$ cat config.mk
export PLATFORM = sky130hd
export DESIGN_NAME = spike_window_counter
export DESIGN_NICKNAME = d
export VERILOG_FILES = /design/src/rtl/spike_window_counter.sv
export SDC_FILE = /design/constraint.sdc
export NUM_CORES = 1
export LEC_CHECK = 0
export ABC_AREA = 1
export CAP_MARGIN = 20
export CORE_MARGIN = 8
export CORE_UTILIZATION = 34
export CTS_CLUSTER_DIAMETER = 120
export CTS_CLUSTER_SIZE = 30
export DETAILED_ROUTE_END_ITERATION = 16
export PLACE_DENSITY = 0.62
export SLEW_MARGIN = 20
export SYNTH_ARGS = -nofsm -noshare
export SYNTH_HDL_FRONTEND = slang
export SYNTH_SLANG_ARGS = --single-unit
export TNS_END_PERCENT = 5
$ cat constraint.sdc
create_clock -name clk -period 1.6 [get_ports clk]
set_input_delay 0.24 -clock clk [delete_from_list [all_inputs] [get_ports clk]]
set_output_delay 0.24 -clock clk [all_outputs]
set_load 0.01 [all_outputs]
$ cat src/rtl/spike_window_counter.sv
// Counts spike events per channel over back-to-back windows of win_len+1 cycles and
// presents the latched counts with a valid/ready handshake. Optional macro: SPIKE_EDGE_DETECT_EN.
module spike_window_counter #(
  parameter int NUM_CH = 2,
  parameter int CNT_W  = 8,
  parameter int WIN_W  = 8
) (
  input  logic                    clk,
  input  logic                    rst,
  input  logic                    en,
  input  logic [NUM_CH-1:0]       spike_in,
  input  logic [WIN_W-1:0]        win_len,
  output logic [NUM_CH*CNT_W-1:0] count_out,
  output logic [NUM_CH-1:0]       sat_out,
  output logic                    count_valid,
  input  logic                    count_ready,
  output logic                    overrun,
  output logic                    busy
);

  typedef enum logic [0:0] {
    ST_IDLE  = 1'b0,
    ST_COUNT = 1'b1
  } state_t;

  localparam logic [CNT_W-1:0] CNT_MAX = {CNT_W{1'b1}};
  localparam logic [CNT_W-1:0] CNT_ONE = {{(CNT_W-1){1'b0}}, 1'b1};
  localparam logic [WIN_W-1:0] CYC_ONE = {{(WIN_W-1){1'b0}}, 1'b1};

  state_t                    state_r;
  logic [WIN_W-1:0]          cyc_r;
  logic [WIN_W-1:0]          len_r;
  logic [NUM_CH*CNT_W-1:0]   cnt_r;
  logic [NUM_CH-1:0]         ev_s;
  logic [NUM_CH*CNT_W-1:0]   cnt_nxt_s;
  logic [NUM_CH-1:0]         sat_nxt_s;
  logic                      win_end_s;
  logic                      consume_s;

`ifdef SPIKE_EDGE_DETECT_EN
  logic [NUM_CH-1:0] spike_q_r;

  // Previous-cycle spike levels, tracked in every state so edges are seen at window start.
  always_ff @(posedge clk) begin
    if (rst) begin
      spike_q_r <= {NUM_CH{1'b0}};
    end else begin
      spike_q_r <= spike_in;
    end
  end

  // Event = rising edge while counting.
  always_comb begin
    ev_s = {NUM_CH{1'b0}};
    if (state_r == ST_COUNT) begin
      ev_s = spike_in & ~spike_q_r;
    end else begin
      ev_s = {NUM_CH{1'b0}};
    end
  end
`else
  // Event = any high cycle while counting.
  always_comb begin
    ev_s = {NUM_CH{1'b0}};
    if (state_r == ST_COUNT) begin
      ev_s = spike_in;
    end else begin
      ev_s = {NUM_CH{1'b0}};
    end
  end
`endif

  // Saturating per-channel increment; the sat flag reflects a count pinned at its maximum.
  always_comb begin
    cnt_nxt_s = cnt_r;
    sat_nxt_s = {NUM_CH{1'b0}};
    for (int k = 0; k < NUM_CH; k++) begin
      if (ev_s[k] && (cnt_r[k*CNT_W +: CNT_W] != CNT_MAX)) begin
        cnt_nxt_s[k*CNT_W +: CNT_W] = cnt_r[k*CNT_W +: CNT_W] + CNT_ONE;
      end else begin
        cnt_nxt_s[k*CNT_W +: CNT_W] = cnt_r[k*CNT_W +: CNT_W];
      end
      sat_nxt_s[k] = (cnt_nxt_s[k*CNT_W +: CNT_W] == CNT_MAX);
    end
  end

  // Window-end and handshake-consume strobes.
  always_comb begin
    win_end_s = 1'b0;
    consume_s = count_valid & count_ready;
    if (state_r == ST_COUNT) begin
      win_end_s = (cyc_r == len_r);
    end else begin
      win_end_s = 1'b0;
    end
  end

  // Window FSM with registered result, handshake and status outputs.
  always_ff @(posedge clk) begin
    if (rst) begin
      state_r     <= ST_IDLE;
      cyc_r       <= {WIN_W{1'b0}};
      len_r       <= {WIN_W{1'b0}};
      cnt_r       <= {(NUM_CH*CNT_W){1'b0}};
      count_out   <= {(NUM_CH*CNT_W){1'b0}};
      sat_out     <= {NUM_CH{1'b0}};
      count_valid <= 1'b0;
      overrun     <= 1'b0;
      busy        <= 1'b0;
    end else begin
      // A consume clears valid unless a new result lands in the same cycle (below).
      if (consume_s) begin
        count_valid <= 1'b0;
      end
      case (state_r)
        ST_IDLE: begin
          if (en) begin
            state_r <= ST_COUNT;
            busy    <= 1'b1;
            len_r   <= win_len;
            cyc_r   <= {WIN_W{1'b0}};
            cnt_r   <= {(NUM_CH*CNT_W){1'b0}};
          end else begin
            state_r <= ST_IDLE;
            busy    <= 1'b0;
          end
        end
        ST_COUNT: begin
          if (!en) begin
            state_r <= ST_IDLE;
            busy    <= 1'b0;
            cyc_r   <= {WIN_W{1'b0}};
            cnt_r   <= {(NUM_CH*CNT_W){1'b0}};
          end else if (win_end_s) begin
            count_out   <= cnt_nxt_s;
            sat_out     <= sat_nxt_s;
            count_valid <= 1'b1;
            if (count_valid && !count_ready) begin
              overrun <= 1'b1;
            end
            len_r <= win_len;
            cyc_r <= {WIN_W{1'b0}};
            cnt_r <= {(NUM_CH*CNT_W){1'b0}};
          end else begin
            cyc_r <= cyc_r + CYC_ONE;
            cnt_r <= cnt_nxt_s;
          end
        end
        default: begin
          state_r <= ST_IDLE;
          busy    <= 1'b0;
        end
      endcase
    end
  end

endmodule

==> results_dict.tcl <==
set metrics [dict create \
    drive_gt1_share_pct 21.9 \
    synth_top_cell_by_area "dfxtp_1" \
    clk_latency_ns 0.31 \
    cts_sinks 54 \
    crit_required_ns 1.81 \
    synthTopCellsByArea "dfxtp_1 40%, nand2_1 19%, a21oi_1 9.2%, inv_1 6.6%, nand3_1 5.0%" \
    post-route-drc-count 0 \
    yosysTopAreaCellShare_pct 39.6 \
    setup_tns_ns 0 \
    worstSetupEndpointType "flip-flop" \
    worst_slack_ns 0.0605 \
    p_leak_nw 1.53 \
    antenna_found_initial 0 \
    cp_common_cell "nand2_1" \
    diodes 0 \
    cts_tree "built" \
    grt_pass1_vias 2542 \
    synth_common_cells "135 x nand2_1, 54 x dfxtp_1, 50 x a21oi_1" \
    multi_input_area_sq_um 1510 \
    rsz0062_at_grt "yes" \
    swShare_pct 24.8 \
    post-place-ws_ns -0.178 \
    portBuffers 34 \
    die_w_microns 106 \
    place_hpwl_microns 4720 \
    ctsHoldBuffers 0 \
    die_h_microns 106 \
    post-synth-top-count-cell "nand2_1" \
    fmax_mhz 650 \
    r2r_slack_ns 0.06 \
    synthToLayoutAreaGrowth_pct 40.2 \
    seq_area_frac_synth_pct 39.6 \
    rows 32 \
    combPwrFrac_pct 11.3 \
    ios 35 \
    crit_chain "inv_2 > nand2_1 > nand2_1 > nor2_1 > nand2_2 > o21ai_4 > buf_4 > nor2_4 > o21a_1" \
    seqCellArea_sq_um 1090 \
    vdd_drop_max_mv 0.348 \
    crit_type "flip-flop to flip-flop" \
    slowest_stage "dfxtp_1" \
    intPower_mw 1.97 \
    htree_num_levels 2 \
    crit_start "cyc_r[5]" \
    status "completed" \
    final-hold-violation-count 0 \
    slew_headroom_pct 57.0 \
    nets 514 \
    tightest_slew_ns 0.645 \
    cp.arrival_ns 1.75 \
    async_flop_share_pct 0 \
    skew_ns 0.00894 \
    overflow 0 \
    gp_congestion 0.837 \
    cts_buffers 5 \
    slew_violations 0 \
    whs_path_depth 2 \
    synth_flop_cell "dfxtp_1" \
    p_clk_share_pct 35.7 \
    synth-edff-count 0 \
    avgRoutedWirePerCell_microns 12.0 \
    crit_fanout 6 \
    max-cap-violations 0 \
    power_switching_mw 0.651 \
    min_from "overrun" \
    syn-mean-instance-area_sq_um 6.56 \
    setup_violations 0 \
    power_per_cell_area_nw_per_um2 686 \
    root_buffer "clkbuf_8" \
    period_minus_slack_ns 1.54 \
    detail_route.vias_per_cell 4.64 \
    ys_types 25 \
    grt_pass1_wl_microns 11500 \
    timing.rr.end "cyc_r[0]" \
    grt_max_degree 36 \
    syn_area_sq_um 2730 \
    pwr-share-seq_pct 53.0 \
    yosysWarnings 0 \
    whs_ns 0.455 \
    whs_endpoint "overrun" \
    clk_pin_slew_worst_paths_ns 0.10 \
    drt-initial-drc-count 91 \
    ant_nets 0 \
    grtUsageTotal_pct 12.1 \
    ys_seq_elements 54 \
    start_util_pct 35.1 \
    period_share_pct 96.2 \
    slowest_delay_ns 0.38 \
    synth.net_count 433 \
    r2r_start "cyc_r[5]" \
    fillCellCount 783 \
    hold_class "flip-flop to flip-flop" \
    die-area_sq_um 11100 \
    syn_inst 416 \
    cp-start-kind "flip-flop" \
    drt_wl_total_microns 7220 \
    cts.path.max_buffers 2 \
    drt-pass1-iter-count 5 \
    fp.coreArea_sq_um 7770 \
    r2r_cells 9 \
    vias 2784 \
]
## cell families (layout without fill, tap and decap cells)
logic type | after synthesis | in the layout | synth area share, %
flops | 54 | 54 | 39.6
xor+xnor | 3 | 3 | 0.963
compound gates | 75 | 75 | 14.4
simple gates | 216 | 219 | 33.9
buf+inv | 65 | 144 | 9.82
fa+ha+maj | 3 | 3 | 1.38
## worst max path at each step
stage / to / slack [ns] / cells after the start
after CTS: cnt_r[2] / -0.06 / 9
after global placement: sat_out[1] / -0.14 / 9
after global routing: sat_out[0] / -0.07 / 9
after floorplan: sat_out[0] / 0.14 / 11
final: cyc_r[0] / 0.06 / 9
after detailed placement: sat_out[1] / -0.18 / 11
## stage by stage
stage          std cells  util [%]  instance area [sq um]  power (mW)
2_1_floorplan        416         -                   2730        1.56
3_3_place_gp         584      45.1                   3500        1.67
3_5_place_dp         584      45.1                   3500        1.68
4_1_cts              592      46.8                   3630        2.62
5_1_grt              600      49.2                   3820        2.74
6_report             600      49.2                   3820        2.62
## cell usage in the layout, fill, tap and decap left out, drive strengths merged
| cell | n |
|---|---|
| xor2 | 2 |
| buf | 49 |
| nand2 | 145 |
| inv | 51 |
| clkinvlp | 1 |
| ha | 3 |
| nand3 | 27 |
| clkbuf | 7 |
| nand3b | 3 |
| o21ai | 23 |
| a21oi | 50 |
| nor3 | 2 |
| o21a | 2 |
| xnor2 | 1 |
| nand4 | 6 |
| nor2 | 36 |
| clkinv | 1 |
| clkdlybuf4s50 | 34 |
| dfxtp | 54 |
| bufinv | 1 |
## registers in the layout, indices dropped and copies added, names as in the netlist
signal,flops
busy,1
cnt_r,16
count_out,16
count_valid,1
cyc_r,8
len_r,8
overrun,1
sat_out,2
state_r,1
## repair_timing
item,in CTS,in global routing
cloned,0,4
setup buffers,0,4
setup endpoints to repair,31,51
pin swaps,1,12
gates resized for setup,7,36
## critical path: cells and delay by family (launching register included)
kind                   cells  cell delay, ns
AOI/OAI and AO/OA          2            0.42
and+or+nand+nor            5            0.40
DFF                        1            0.38
buffers and inverters      2            0.24
## routing by layer
layer / vias to the layer above / global-route usage (%) / share of wire (%)
li1: 1484 / - / -
met1: 1248 / 15.8 / 48
met2: 46 / 19.9 / 46
met3: 6 / 2.56 / 5.0
met4: 0 / 3.02 / 0.83
met5: - / 0 / 0
## cell type report
type	instances	share of cell area [%]
clock inverters	2	0.982
clock buffers	6	1.90
inverters	52	5.14
well taps	102	3.34
multi-input cells	300	39.5
repair buffers	84	20.5
flip-flops and latches	54	28.6
## power groups by stage
stage	sequential (mW)	combinational [mW]	clock, mW
floorplan	1.42	0.140	0
global placement	1.42	0.252	0
detailed placement	1.42	0.256	0
CTS	1.39	0.261	0.968
global route	1.39	0.328	1.01
finish	1.39	0.297	0.936
(Power assumes the default switching activity.)
